## src/rtl/gen_cfg_sequencer_pkg.sv

```systemverilog
// Shared definitions for the generator configuration sequencer: state
// encodings, the non-satellite config bundle and its reset defaults.
package gps_cfg_pkg;

   typedef enum logic [2:0] {
      ST_IDLE      = 3'd0,
      ST_LOAD      = 3'd1,
      ST_PHASE     = 3'd2,
      ST_RUN       = 3'd3,
      ST_PEND      = 3'd4,
      ST_STOP_WAIT = 3'd5
   } seq_state_e;

   localparam logic [7:0] DOPPLER_DEFAULT    = 8'hC0;
   localparam logic       MSG_PRESET_DEFAULT = 1'b1;

   // Fields that are updated on a code epoch (satellite ID is handled separately
   // because changing it forces a full restart).
   typedef struct packed {
      logic       use_msg_preset;
      logic       noise_off;
      logic       signal_off;
      logic [7:0] doppler;
      logic [7:0] snr;
   } gen_cfg_t;

   function automatic gen_cfg_t cfg_reset_value();
      gen_cfg_t v;
      v.use_msg_preset = MSG_PRESET_DEFAULT;
      v.noise_off      = 1'b0;
      v.signal_off     = 1'b0;
      v.doppler        = DOPPLER_DEFAULT;
      v.snr            = 8'h00;
      return v;
   endfunction

endpackage

```

## src/rtl/gen_cfg_sequencer_if.sv

```systemverilog
// Config-in / generator-control-out bundle between the register bank side
// (master) and the configuration sequencer (slave).
interface gen_cfg_sequencer_if;

   logic        enable_in;
   logic [4:0]  n_sat_in;
   logic        use_msg_preset_in;
   logic        noise_off_in;
   logic        signal_off_in;
   logic        ca_phase_start_in;
   logic [15:0] ca_phase_in;
   logic [7:0]  doppler_in;
   logic [7:0]  snr_in;
   logic        epoch_in;

   logic        gen_enable_out;
   logic        gen_rst_out;
   logic        ca_phase_load_out;
   logic [15:0] ca_phase_val_out;
   logic [4:0]  n_sat_out;
   logic        use_msg_preset_out;
   logic        noise_off_out;
   logic        signal_off_out;
   logic [7:0]  doppler_out;
   logic [7:0]  snr_out;
   logic        cfg_pending_out;
   logic        epoch_timeout_out;

   modport master (
      output enable_in, n_sat_in, use_msg_preset_in, noise_off_in, signal_off_in,
             ca_phase_start_in, ca_phase_in, doppler_in, snr_in, epoch_in,
      input  gen_enable_out, gen_rst_out, ca_phase_load_out, ca_phase_val_out,
             n_sat_out, use_msg_preset_out, noise_off_out, signal_off_out,
             doppler_out, snr_out, cfg_pending_out, epoch_timeout_out
   );

   modport slave (
      input  enable_in, n_sat_in, use_msg_preset_in, noise_off_in, signal_off_in,
             ca_phase_start_in, ca_phase_in, doppler_in, snr_in, epoch_in,
      output gen_enable_out, gen_rst_out, ca_phase_load_out, ca_phase_val_out,
             n_sat_out, use_msg_preset_out, noise_off_out, signal_off_out,
             doppler_out, snr_out, cfg_pending_out, epoch_timeout_out
   );

endinterface

```

## src/rtl/gen_cfg_sequencer_epoch_timer.sv

```systemverilog
// Epoch wait timer: counts cycles while waiting for a CA code rollover and
// substitutes a timeout when no epoch arrives within EPOCH_TIMEOUT cycles.
module cfg_epoch_timer #(
   parameter int EPOCH_TIMEOUT = 20000,
   parameter int TMR_W         = 15
) (
   input  logic clk_in,
   input  logic rst_in,
   input  logic clear,
   input  logic run,
   input  logic epoch,
   output logic fire,
   output logic timeout
);

   localparam logic [TMR_W-1:0] TMR_MAX = TMR_W'(EPOCH_TIMEOUT - 1);

   logic [TMR_W-1:0] tmr_r;
   logic             at_max_s;

   // Wait counter: cleared on entry to a waiting state, saturates at the limit.
   always_ff @(posedge clk_in) begin
      if (rst_in) begin
         tmr_r <= '0;
      end else if (clear) begin
         tmr_r <= '0;
      end else if (run && (tmr_r != TMR_MAX)) begin
         tmr_r <= tmr_r + TMR_W'(1);
      end else begin
         tmr_r <= tmr_r;
      end
   end

   assign at_max_s = (tmr_r == TMR_MAX);
   // A real epoch always takes precedence, so a coincident timeout is silent.
   assign fire     = run && (epoch || at_max_s);
   assign timeout  = run && at_max_s && !epoch;

endmodule

```

## src/rtl/gen_cfg_sequencer.sv

```systemverilog
// Generator configuration sequencer: startup reset/phase-load sequence,
// restart on satellite change, and epoch-aligned config updates.
module gen_cfg_sequencer #(
   parameter int RST_CYCLES    = 4,
   parameter int EPOCH_TIMEOUT = 20000,
   parameter int TMR_W         = 15
) (
   input  logic               clk_in,
   input  logic               rst_in,
   gen_cfg_sequencer_if.slave bus
);

   import gps_cfg_pkg::*;

   localparam int               CNT_W     = (RST_CYCLES > 1) ? $clog2(RST_CYCLES) : 1;
   localparam logic [CNT_W-1:0] LOAD_LAST = CNT_W'(RST_CYCLES - 1);

   seq_state_e       state_r, next_state_s;
   logic [CNT_W-1:0] load_cnt_r;
   logic             start_prev_r, start_rise_s;
   logic             sat_diff_s, cfg_diff_s;
   gen_cfg_t         cfg_in_s, cfg_r, cfg_nxt_s;
   logic [4:0]       n_sat_r, n_sat_nxt_s;
   logic             tmr_clear_s, tmr_run_s, tmr_fire_s, tmr_timeout_s;
   logic             gen_enable_r, gen_enable_nxt_s;
   logic             gen_rst_r, gen_rst_nxt_s;
   logic             ca_load_r, ca_load_nxt_s;
   logic [15:0]      ca_val_r, ca_val_nxt_s;
   logic             pending_r, pending_nxt_s;
   logic             timeout_r, timeout_nxt_s;

   assign cfg_in_s = '{use_msg_preset: bus.use_msg_preset_in,
                       noise_off:      bus.noise_off_in,
                       signal_off:     bus.signal_off_in,
                       doppler:        bus.doppler_in,
                       snr:            bus.snr_in};

   assign sat_diff_s   = (bus.n_sat_in != n_sat_r);
   assign cfg_diff_s   = (cfg_in_s != cfg_r);
   assign start_rise_s = bus.ca_phase_start_in && !start_prev_r;

   assign tmr_run_s   = (state_r == ST_PEND) || (state_r == ST_STOP_WAIT);
   assign tmr_clear_s = ((next_state_s == ST_PEND)      && (state_r != ST_PEND)) ||
                        ((next_state_s == ST_STOP_WAIT) && (state_r != ST_STOP_WAIT));

   cfg_epoch_timer #(
      .EPOCH_TIMEOUT (EPOCH_TIMEOUT),
      .TMR_W         (TMR_W)
   ) u_timer (
      .clk_in  (clk_in),
      .rst_in  (rst_in),
      .clear   (tmr_clear_s),
      .run     (tmr_run_s),
      .epoch   (bus.epoch_in),
      .fire    (tmr_fire_s),
      .timeout (tmr_timeout_s)
   );

   // State register.
   always_ff @(posedge clk_in) begin
      if (rst_in) begin
         state_r <= ST_IDLE;
      end else begin
         state_r <= next_state_s;
      end
   end

   // Reset-hold counter: counts cycles spent in LOAD, zero everywhere else.
   always_ff @(posedge clk_in) begin
      if (rst_in) begin
         load_cnt_r <= '0;
      end else if ((state_r == ST_LOAD) && (load_cnt_r != LOAD_LAST)) begin
         load_cnt_r <= load_cnt_r + CNT_W'(1);
      end else begin
         load_cnt_r <= '0;
      end
   end

   // Edge-detect history for the CA phase restart request.
   always_ff @(posedge clk_in) begin
      if (rst_in) begin
         start_prev_r <= 1'b0;
      end else begin
         start_prev_r <= bus.ca_phase_start_in;
      end
   end

   // Next-state decision; RUN/PEND branches are listed in priority order.
   always_comb begin
      next_state_s = state_r;
      case (state_r)
         ST_IDLE: begin
            if (bus.enable_in) next_state_s = ST_LOAD;
            else               next_state_s = ST_IDLE;
         end
         ST_LOAD: begin
            if (load_cnt_r == LOAD_LAST) next_state_s = ST_PHASE;
            else                         next_state_s = ST_LOAD;
         end
         ST_PHASE: next_state_s = ST_RUN;
         ST_RUN: begin
            if (!bus.enable_in)   next_state_s = ST_STOP_WAIT;
            else if (sat_diff_s)  next_state_s = ST_LOAD;
            else if (cfg_diff_s)  next_state_s = ST_PEND;
            else if (start_rise_s) next_state_s = ST_PHASE;
            else                  next_state_s = ST_RUN;
         end
         ST_PEND: begin
            if (!bus.enable_in)  next_state_s = ST_STOP_WAIT;
            else if (sat_diff_s) next_state_s = ST_LOAD;
            else if (tmr_fire_s) next_state_s = ST_RUN;
            else                 next_state_s = ST_PEND;
         end
         ST_STOP_WAIT: begin
            if (bus.enable_in)   next_state_s = ST_RUN;
            else if (tmr_fire_s) next_state_s = ST_IDLE;
            else                 next_state_s = ST_STOP_WAIT;
         end
         default: next_state_s = ST_IDLE;
      endcase
   end

   // Next values of the registered generator controls and active config.
   always_comb begin
      gen_enable_nxt_s = gen_enable_r;
      gen_rst_nxt_s    = gen_rst_r;
      case (next_state_s)
         ST_IDLE, ST_LOAD: begin
            gen_enable_nxt_s = 1'b0;
            gen_rst_nxt_s    = 1'b1;
         end
         ST_PHASE: begin
            // Startup PHASE keeps the generator stopped; a RUN re-phase keeps it running.
            gen_enable_nxt_s = gen_enable_r;
            gen_rst_nxt_s    = 1'b0;
         end
         ST_RUN, ST_PEND, ST_STOP_WAIT: begin
            gen_enable_nxt_s = 1'b1;
            gen_rst_nxt_s    = 1'b0;
         end
         default: begin
            gen_enable_nxt_s = 1'b0;
            gen_rst_nxt_s    = 1'b1;
         end
      endcase

      ca_load_nxt_s = (next_state_s == ST_PHASE);
      if (next_state_s == ST_PHASE) begin
         ca_val_nxt_s = bus.ca_phase_in;
      end else begin
         ca_val_nxt_s = ca_val_r;
      end

      pending_nxt_s = (next_state_s == ST_PEND);
      timeout_nxt_s = tmr_timeout_s &&
                      (((state_r == ST_PEND) && (next_state_s == ST_RUN)) ||
                       ((state_r == ST_STOP_WAIT) && (next_state_s == ST_IDLE)));

      if ((state_r == ST_IDLE) || (state_r == ST_LOAD)) begin
         n_sat_nxt_s = bus.n_sat_in;
         cfg_nxt_s   = cfg_in_s;
      end else if ((state_r == ST_PEND) && (next_state_s == ST_RUN)) begin
         n_sat_nxt_s = n_sat_r;
         cfg_nxt_s   = cfg_in_s;
      end else begin
         n_sat_nxt_s = n_sat_r;
         cfg_nxt_s   = cfg_r;
      end
   end

   // Output registers.
   always_ff @(posedge clk_in) begin
      if (rst_in) begin
         gen_enable_r <= 1'b0;
         gen_rst_r    <= 1'b1;
         ca_load_r    <= 1'b0;
         ca_val_r     <= 16'h0000;
         n_sat_r      <= 5'd0;
         cfg_r        <= cfg_reset_value();
         pending_r    <= 1'b0;
         timeout_r    <= 1'b0;
      end else begin
         gen_enable_r <= gen_enable_nxt_s;
         gen_rst_r    <= gen_rst_nxt_s;
         ca_load_r    <= ca_load_nxt_s;
         ca_val_r     <= ca_val_nxt_s;
         n_sat_r      <= n_sat_nxt_s;
         cfg_r        <= cfg_nxt_s;
         pending_r    <= pending_nxt_s;
         timeout_r    <= timeout_nxt_s;
      end
   end

   assign bus.gen_enable_out     = gen_enable_r;
   assign bus.gen_rst_out        = gen_rst_r;
   assign bus.ca_phase_load_out  = ca_load_r;
   assign bus.ca_phase_val_out   = ca_val_r;
   assign bus.n_sat_out          = n_sat_r;
   assign bus.use_msg_preset_out = cfg_r.use_msg_preset;
   assign bus.noise_off_out      = cfg_r.noise_off;
   assign bus.signal_off_out     = cfg_r.signal_off;
   assign bus.doppler_out        = cfg_r.doppler;
   assign bus.snr_out            = cfg_r.snr;
   assign bus.cfg_pending_out    = pending_r;
   assign bus.epoch_timeout_out  = timeout_r;

endmodule

```

## src/flat_wrapper.sv

```systemverilog
// flat-port wrapper written by rule: the top's interface ports become plain ports
module gen_cfg_sequencer_flat import gps_cfg_pkg::*;
#(
   parameter int RST_CYCLES    = 4,
   parameter int EPOCH_TIMEOUT = 20000,
   parameter int TMR_W         = 15
)
  (clk_in, rst_in, bus_enable_in, bus_n_sat_in, bus_use_msg_preset_in, bus_noise_off_in, bus_signal_off_in, bus_ca_phase_start_in, bus_ca_phase_in, bus_doppler_in, bus_snr_in, bus_epoch_in, bus_gen_enable_out, bus_gen_rst_out, bus_ca_phase_load_out, bus_ca_phase_val_out, bus_n_sat_out, bus_use_msg_preset_out, bus_noise_off_out, bus_signal_off_out, bus_doppler_out, bus_snr_out, bus_cfg_pending_out, bus_epoch_timeout_out);
  gen_cfg_sequencer_if bus_i ();
  input  logic clk_in;
  input  logic rst_in;
  input wire logic [$bits(bus_i.enable_in)-1:0] bus_enable_in;
  input wire logic [$bits(bus_i.n_sat_in)-1:0] bus_n_sat_in;
  input wire logic [$bits(bus_i.use_msg_preset_in)-1:0] bus_use_msg_preset_in;
  input wire logic [$bits(bus_i.noise_off_in)-1:0] bus_noise_off_in;
  input wire logic [$bits(bus_i.signal_off_in)-1:0] bus_signal_off_in;
  input wire logic [$bits(bus_i.ca_phase_start_in)-1:0] bus_ca_phase_start_in;
  input wire logic [$bits(bus_i.ca_phase_in)-1:0] bus_ca_phase_in;
  input wire logic [$bits(bus_i.doppler_in)-1:0] bus_doppler_in;
  input wire logic [$bits(bus_i.snr_in)-1:0] bus_snr_in;
  input wire logic [$bits(bus_i.epoch_in)-1:0] bus_epoch_in;
  output wire logic [$bits(bus_i.gen_enable_out)-1:0] bus_gen_enable_out;
  output wire logic [$bits(bus_i.gen_rst_out)-1:0] bus_gen_rst_out;
  output wire logic [$bits(bus_i.ca_phase_load_out)-1:0] bus_ca_phase_load_out;
  output wire logic [$bits(bus_i.ca_phase_val_out)-1:0] bus_ca_phase_val_out;
  output wire logic [$bits(bus_i.n_sat_out)-1:0] bus_n_sat_out;
  output wire logic [$bits(bus_i.use_msg_preset_out)-1:0] bus_use_msg_preset_out;
  output wire logic [$bits(bus_i.noise_off_out)-1:0] bus_noise_off_out;
  output wire logic [$bits(bus_i.signal_off_out)-1:0] bus_signal_off_out;
  output wire logic [$bits(bus_i.doppler_out)-1:0] bus_doppler_out;
  output wire logic [$bits(bus_i.snr_out)-1:0] bus_snr_out;
  output wire logic [$bits(bus_i.cfg_pending_out)-1:0] bus_cfg_pending_out;
  output wire logic [$bits(bus_i.epoch_timeout_out)-1:0] bus_epoch_timeout_out;
  assign bus_i.enable_in = bus_enable_in;
  assign bus_i.n_sat_in = bus_n_sat_in;
  assign bus_i.use_msg_preset_in = bus_use_msg_preset_in;
  assign bus_i.noise_off_in = bus_noise_off_in;
  assign bus_i.signal_off_in = bus_signal_off_in;
  assign bus_i.ca_phase_start_in = bus_ca_phase_start_in;
  assign bus_i.ca_phase_in = bus_ca_phase_in;
  assign bus_i.doppler_in = bus_doppler_in;
  assign bus_i.snr_in = bus_snr_in;
  assign bus_i.epoch_in = bus_epoch_in;
  assign bus_gen_enable_out = bus_i.gen_enable_out;
  assign bus_gen_rst_out = bus_i.gen_rst_out;
  assign bus_ca_phase_load_out = bus_i.ca_phase_load_out;
  assign bus_ca_phase_val_out = bus_i.ca_phase_val_out;
  assign bus_n_sat_out = bus_i.n_sat_out;
  assign bus_use_msg_preset_out = bus_i.use_msg_preset_out;
  assign bus_noise_off_out = bus_i.noise_off_out;
  assign bus_signal_off_out = bus_i.signal_off_out;
  assign bus_doppler_out = bus_i.doppler_out;
  assign bus_snr_out = bus_i.snr_out;
  assign bus_cfg_pending_out = bus_i.cfg_pending_out;
  assign bus_epoch_timeout_out = bus_i.epoch_timeout_out;
  gen_cfg_sequencer #(.RST_CYCLES(RST_CYCLES), .EPOCH_TIMEOUT(EPOCH_TIMEOUT), .TMR_W(TMR_W)) u_core (.clk_in(clk_in), .rst_in(rst_in), .bus(bus_i));
endmodule
```

## config.mk

```make
export PLATFORM = sky130hd
export DESIGN_NAME = gen_cfg_sequencer_flat
export DESIGN_NICKNAME = d
export VERILOG_FILES = /design/src/rtl/gen_cfg_sequencer_pkg.sv /design/src/rtl/gen_cfg_sequencer_if.sv /design/src/rtl/gen_cfg_sequencer_epoch_timer.sv /design/src/rtl/gen_cfg_sequencer.sv /design/src/flat_wrapper.sv
export SDC_FILE = /design/constraint.sdc
export NUM_CORES = 1
export LEC_CHECK = 0
export CAP_MARGIN = 20
export CORE_ASPECT_RATIO = 1.25
export CORE_MARGIN = 10
export CORE_UTILIZATION = 35
export CTS_CLUSTER_DIAMETER = 100
export DETAILED_ROUTE_END_ITERATION = 6
export GPL_TIMING_DRIVEN = 0
export PLACE_DENSITY = 0.6
export SYNTH_ARGS = -nofsm -noshare
export SYNTH_HDL_FRONTEND = slang
export SYNTH_SLANG_ARGS = --single-unit
```

## constraint.sdc

```tcl
create_clock -name clk_in -period 3.4 [get_ports clk_in]
set_input_delay 0.68 -clock clk_in [delete_from_list [all_inputs] [get_ports clk_in]]
set_output_delay 0.68 -clock clk_in [all_outputs]
set_load 0.03 [all_outputs]
```

==> flow_summary.ini <==
[detailed_routing]
wl_per_cell_um = 14.2
vias_per_cell = 4.58
vias = 2546
drt_iter0_drc = 110
routed_wl_um = 7910
drt-pass1-iter-count = 4
drc = 0
ant_nets = 0

[clock_network]
cts_hold_buf = 0
ctsResizeCount = 0
path_clk_slew_ns = 0.07
clock-sinks = 66
clk_latency_ns = 0.33
htreeDepth = 3
cts_setup_buffers = 0
clockBufferDepth = 2
cts_buffers = 9
cts_tree = done
cts_root_buffer = clkbuf_8

[pwr]
clockPowerShare = 0.432
p_leak_nw = 1.70
seqPwrFrac = 0.447
powerDensity_nw_per_um2 = 412
power.switching_uw = 413
internal_power_mw = 1.39
comb_power_share = 0.120
switching_share = 0.229
irDropWorstVdd_mv = 0.279

[synthesis]
synth_compound_area_frac = 0.0679
synth_top_area_frac = 0.424
synth_area_um2 = 3110
syn-num-nets = 379
async_flop_share = 0
avgSynthCellArea_um2 = 9.38
synth-edff-count = 0
synth_top_family_by_area = simple AND/OR/NAND/NOR gates
synth-xor-area-share = 0.101
ys_types = 44
ys_ff_latch = 66
synth-seq-area-share = 0.424
yosys.area_share.simple = 0.257
netlist_top_cells_area = dfxtp_1, mux2i_1, xor2_1
synthFlopType = dfxtp_1
synth_area_leader_cell = dfxtp_1
ys_top_cells_by_count = dfxtp_1, nor2_1, nand2b_1
yosysMostFrequentCell = dfxtp_1
ys_warn_count = 0
muxShareOfSynthArea = 0.103
synth_fa_ha_area_frac = 0.00804
synthCells = 332

[grt]
grt_start_max_net_pins = 12
grt_first_pass_wirelength_um = 13100
antenna_found_initial = 0
track_usage = 0.121
grt.overflow.total = 0
grt_pass1_vias = 2678

[setup_path]
crit_chain = ha_1 -> or4bb_1 -> or4_4 -> buf_6 -> nand2b_4 -> a31oi_1 -> or3_1 -> buf_6 -> o31ai_4 -> buf_8 -> nor2_2
crit_type = reg2reg
worstReg2RegStart = u_core.u_timer.tmr_r[0]$_SDFFE_PP0P_
worstPathRequired_ns = 3.62
path_common_cell = buf_6
rr_worst_depth = 11
r2r_end = u_core.u_timer.tmr_r[11]$_SDFFE_PP0P_
endpoint_kind = register
critPathMaxFanout = 10
setup.worst_path.start_class = register
regToRegSetupSlack_ns = 0.25
crit_slowest_cell = or4_4
worstPathArrival_ns = 3.37
critPathMaxStageDelay_ns = 0.54

[layout]
diodes = 0
fin_nets = 478
area_growth_pct = 40.6
final_layout_size_suffix_gt1_frac = 0.0917

[run]
max_cap_violations = 0

[min_path]
holdPathEnd = u_core.load_cnt_r[0]$_SDFF_PP0_
worstHoldStart = u_core.load_cnt_r[0]$_SDFF_PP0_
hold_depth = 1
hold_path.class = reg2reg

[die]
io_pins = 90
core-area_um2 = 8700
num_rows = 38
die_w_um = 104
dieHeight_um = 125
initial_core_util = 0.358
dieArea_um2 = 13100

[place]
portBuffers = 88
place_congestion = 0.719
dp_hpwl_um = 6180
dp_slack_ns = 0.185

[timing]
drv_slew = 0
tns_ns = 0
slew_headroom = 0.468
fin_ws_ns = 0.252
setup_viol = 0
finalCritPeriodShare = 0.926
fmax_mhz = 318
period_needed_ns = 3.15
rsz0062_at_grt = false
tightest_slew_ns = 0.798
hold_viol = 0
fin_skew_ns = 0.00892

[run_status]
status = complete, no violations
==> per-stage QoR <==
stage / util / power (mW) / instances / hold slack (ns) / area (um^2)
after floorplan: - / 0.935 / 332 / 0.399 / 3110
after global placement: 0.476 / 1.04 / 540 / 0.409 / 4150
after CTS: 0.503 / 1.83 / 556 / 0.427 / 4380
final: 0.503 / 1.80 / 556 / 0.429 / 4380
after global routing: 0.503 / 1.87 / 556 / 0.460 / 4380
after detailed placement: 0.476 / 1.04 / 540 / 0.414 / 4150
==> logic make-up (layout without fill, tap and decap cells) <==
kind of cell               count (synthesis)  count (layout)
AOI/OAI and AO/OA                         31              31
xor gates and xnor gates                  36              36
adders and majority gates                  2               2
buffers and inverters                     19             123
DFF                                       66              66
muxes                                     32              32
and+or+nand+nor                          146             146
==> final cells by class <==
type                            count  area (um^2)
Clock buffer                       10          128
Clock inverter                      6          105
Inverter                            3         11.3
Timing Repair Buffer               88          881
Buffer                             16          109
Sequential cell                    66         1320
Tap cell                          120          150
Multi-Input combinational cell    247         1670
Fill cell                         842         4320
==> routing by layer <==
layer  vias up  GRT usage  routed length, um
met1      1156      0.124               3250
met5         -          0                  0
met4         0     0.0484                136
met3        10     0.0493                577
li1       1319          -                  -
met2        61      0.213               3950
==> cell usage in the layout (no fill, tap or decap), drive strengths merged, types with 2 or more instances in the layout <==
cell,n
o21ai,6
a21oi,11
or4b,2
ha,2
nand3b,2
or3,2
nand4,5
nor2b,6
nand2,16
nand2b,34
mux2i,32
nor4,4
nor3,10
clkbuf,18
nand3,8
dfxtp,66
clkdlybuf4s50,88
a31oi,3
buf,8
xnor2,10
a211o,3
xor2,26
bufinv,3
clkinv,3
nor2,50
inv,3
==> state kept, by name (all words and copies together) (netlist names), 2 cells and up <==
register,count
u_core.u_timer.tmr_r,15
u_core.bus.snr_out,8
u_core.bus.ca_phase_val_out,16
u_core.bus.doppler_out,8
u_core.bus.n_sat_out,5
u_core.load_cnt_r,2
u_core.state_r,3
==> worst max-delay path: cells and delay by family (launching register included) <==
family / cells / cell delay, ns
compound gates: 2 / 0.44
fa+ha+maj: 1 / 0.23
buf+inv: 3 / 0.51
flops: 1 / 0.37
simple gates: 5 / 1.48
==> worst max-delay path by stage <==
stage	startpoint	endpoint	cells past startpoint
after CTS	u_core.u_timer.tmr_r[0]$_SDFFE_PP0P_	u_core.u_timer.tmr_r[0]$_SDFFE_PP0P_	11
after detailed placement	bus_n_sat_in[4]	u_core.bus.snr_out[1]$_SDFFE_PP0P_	10
after floorplan	u_core.u_timer.tmr_r[0]$_SDFFE_PP0P_	u_core.u_timer.tmr_r[12]$_SDFFE_PP0P_	11
final	u_core.u_timer.tmr_r[0]$_SDFFE_PP0P_	u_core.u_timer.tmr_r[11]$_SDFFE_PP0P_	11
after global placement	bus_n_sat_in[4]	u_core.bus.snr_out[5]$_SDFFE_PP0P_	10
after global routing	u_core.u_timer.tmr_r[0]$_SDFFE_PP0P_	u_core.bus.snr_out[7]$_SDFFE_PP0P_	11
==> power by group through the flow <==
stage	registers, mW	logic, mW	clock network [mW]
after floorplan	0.853	0.0823	0
after global placement	0.823	0.219	0
after detailed placement	0.823	0.220	0
after CTS	0.806	0.221	0.801
after global routing	0.808	0.237	0.829
final	0.806	0.217	0.779
Note: power is estimated with default switching activity, not from simulation.
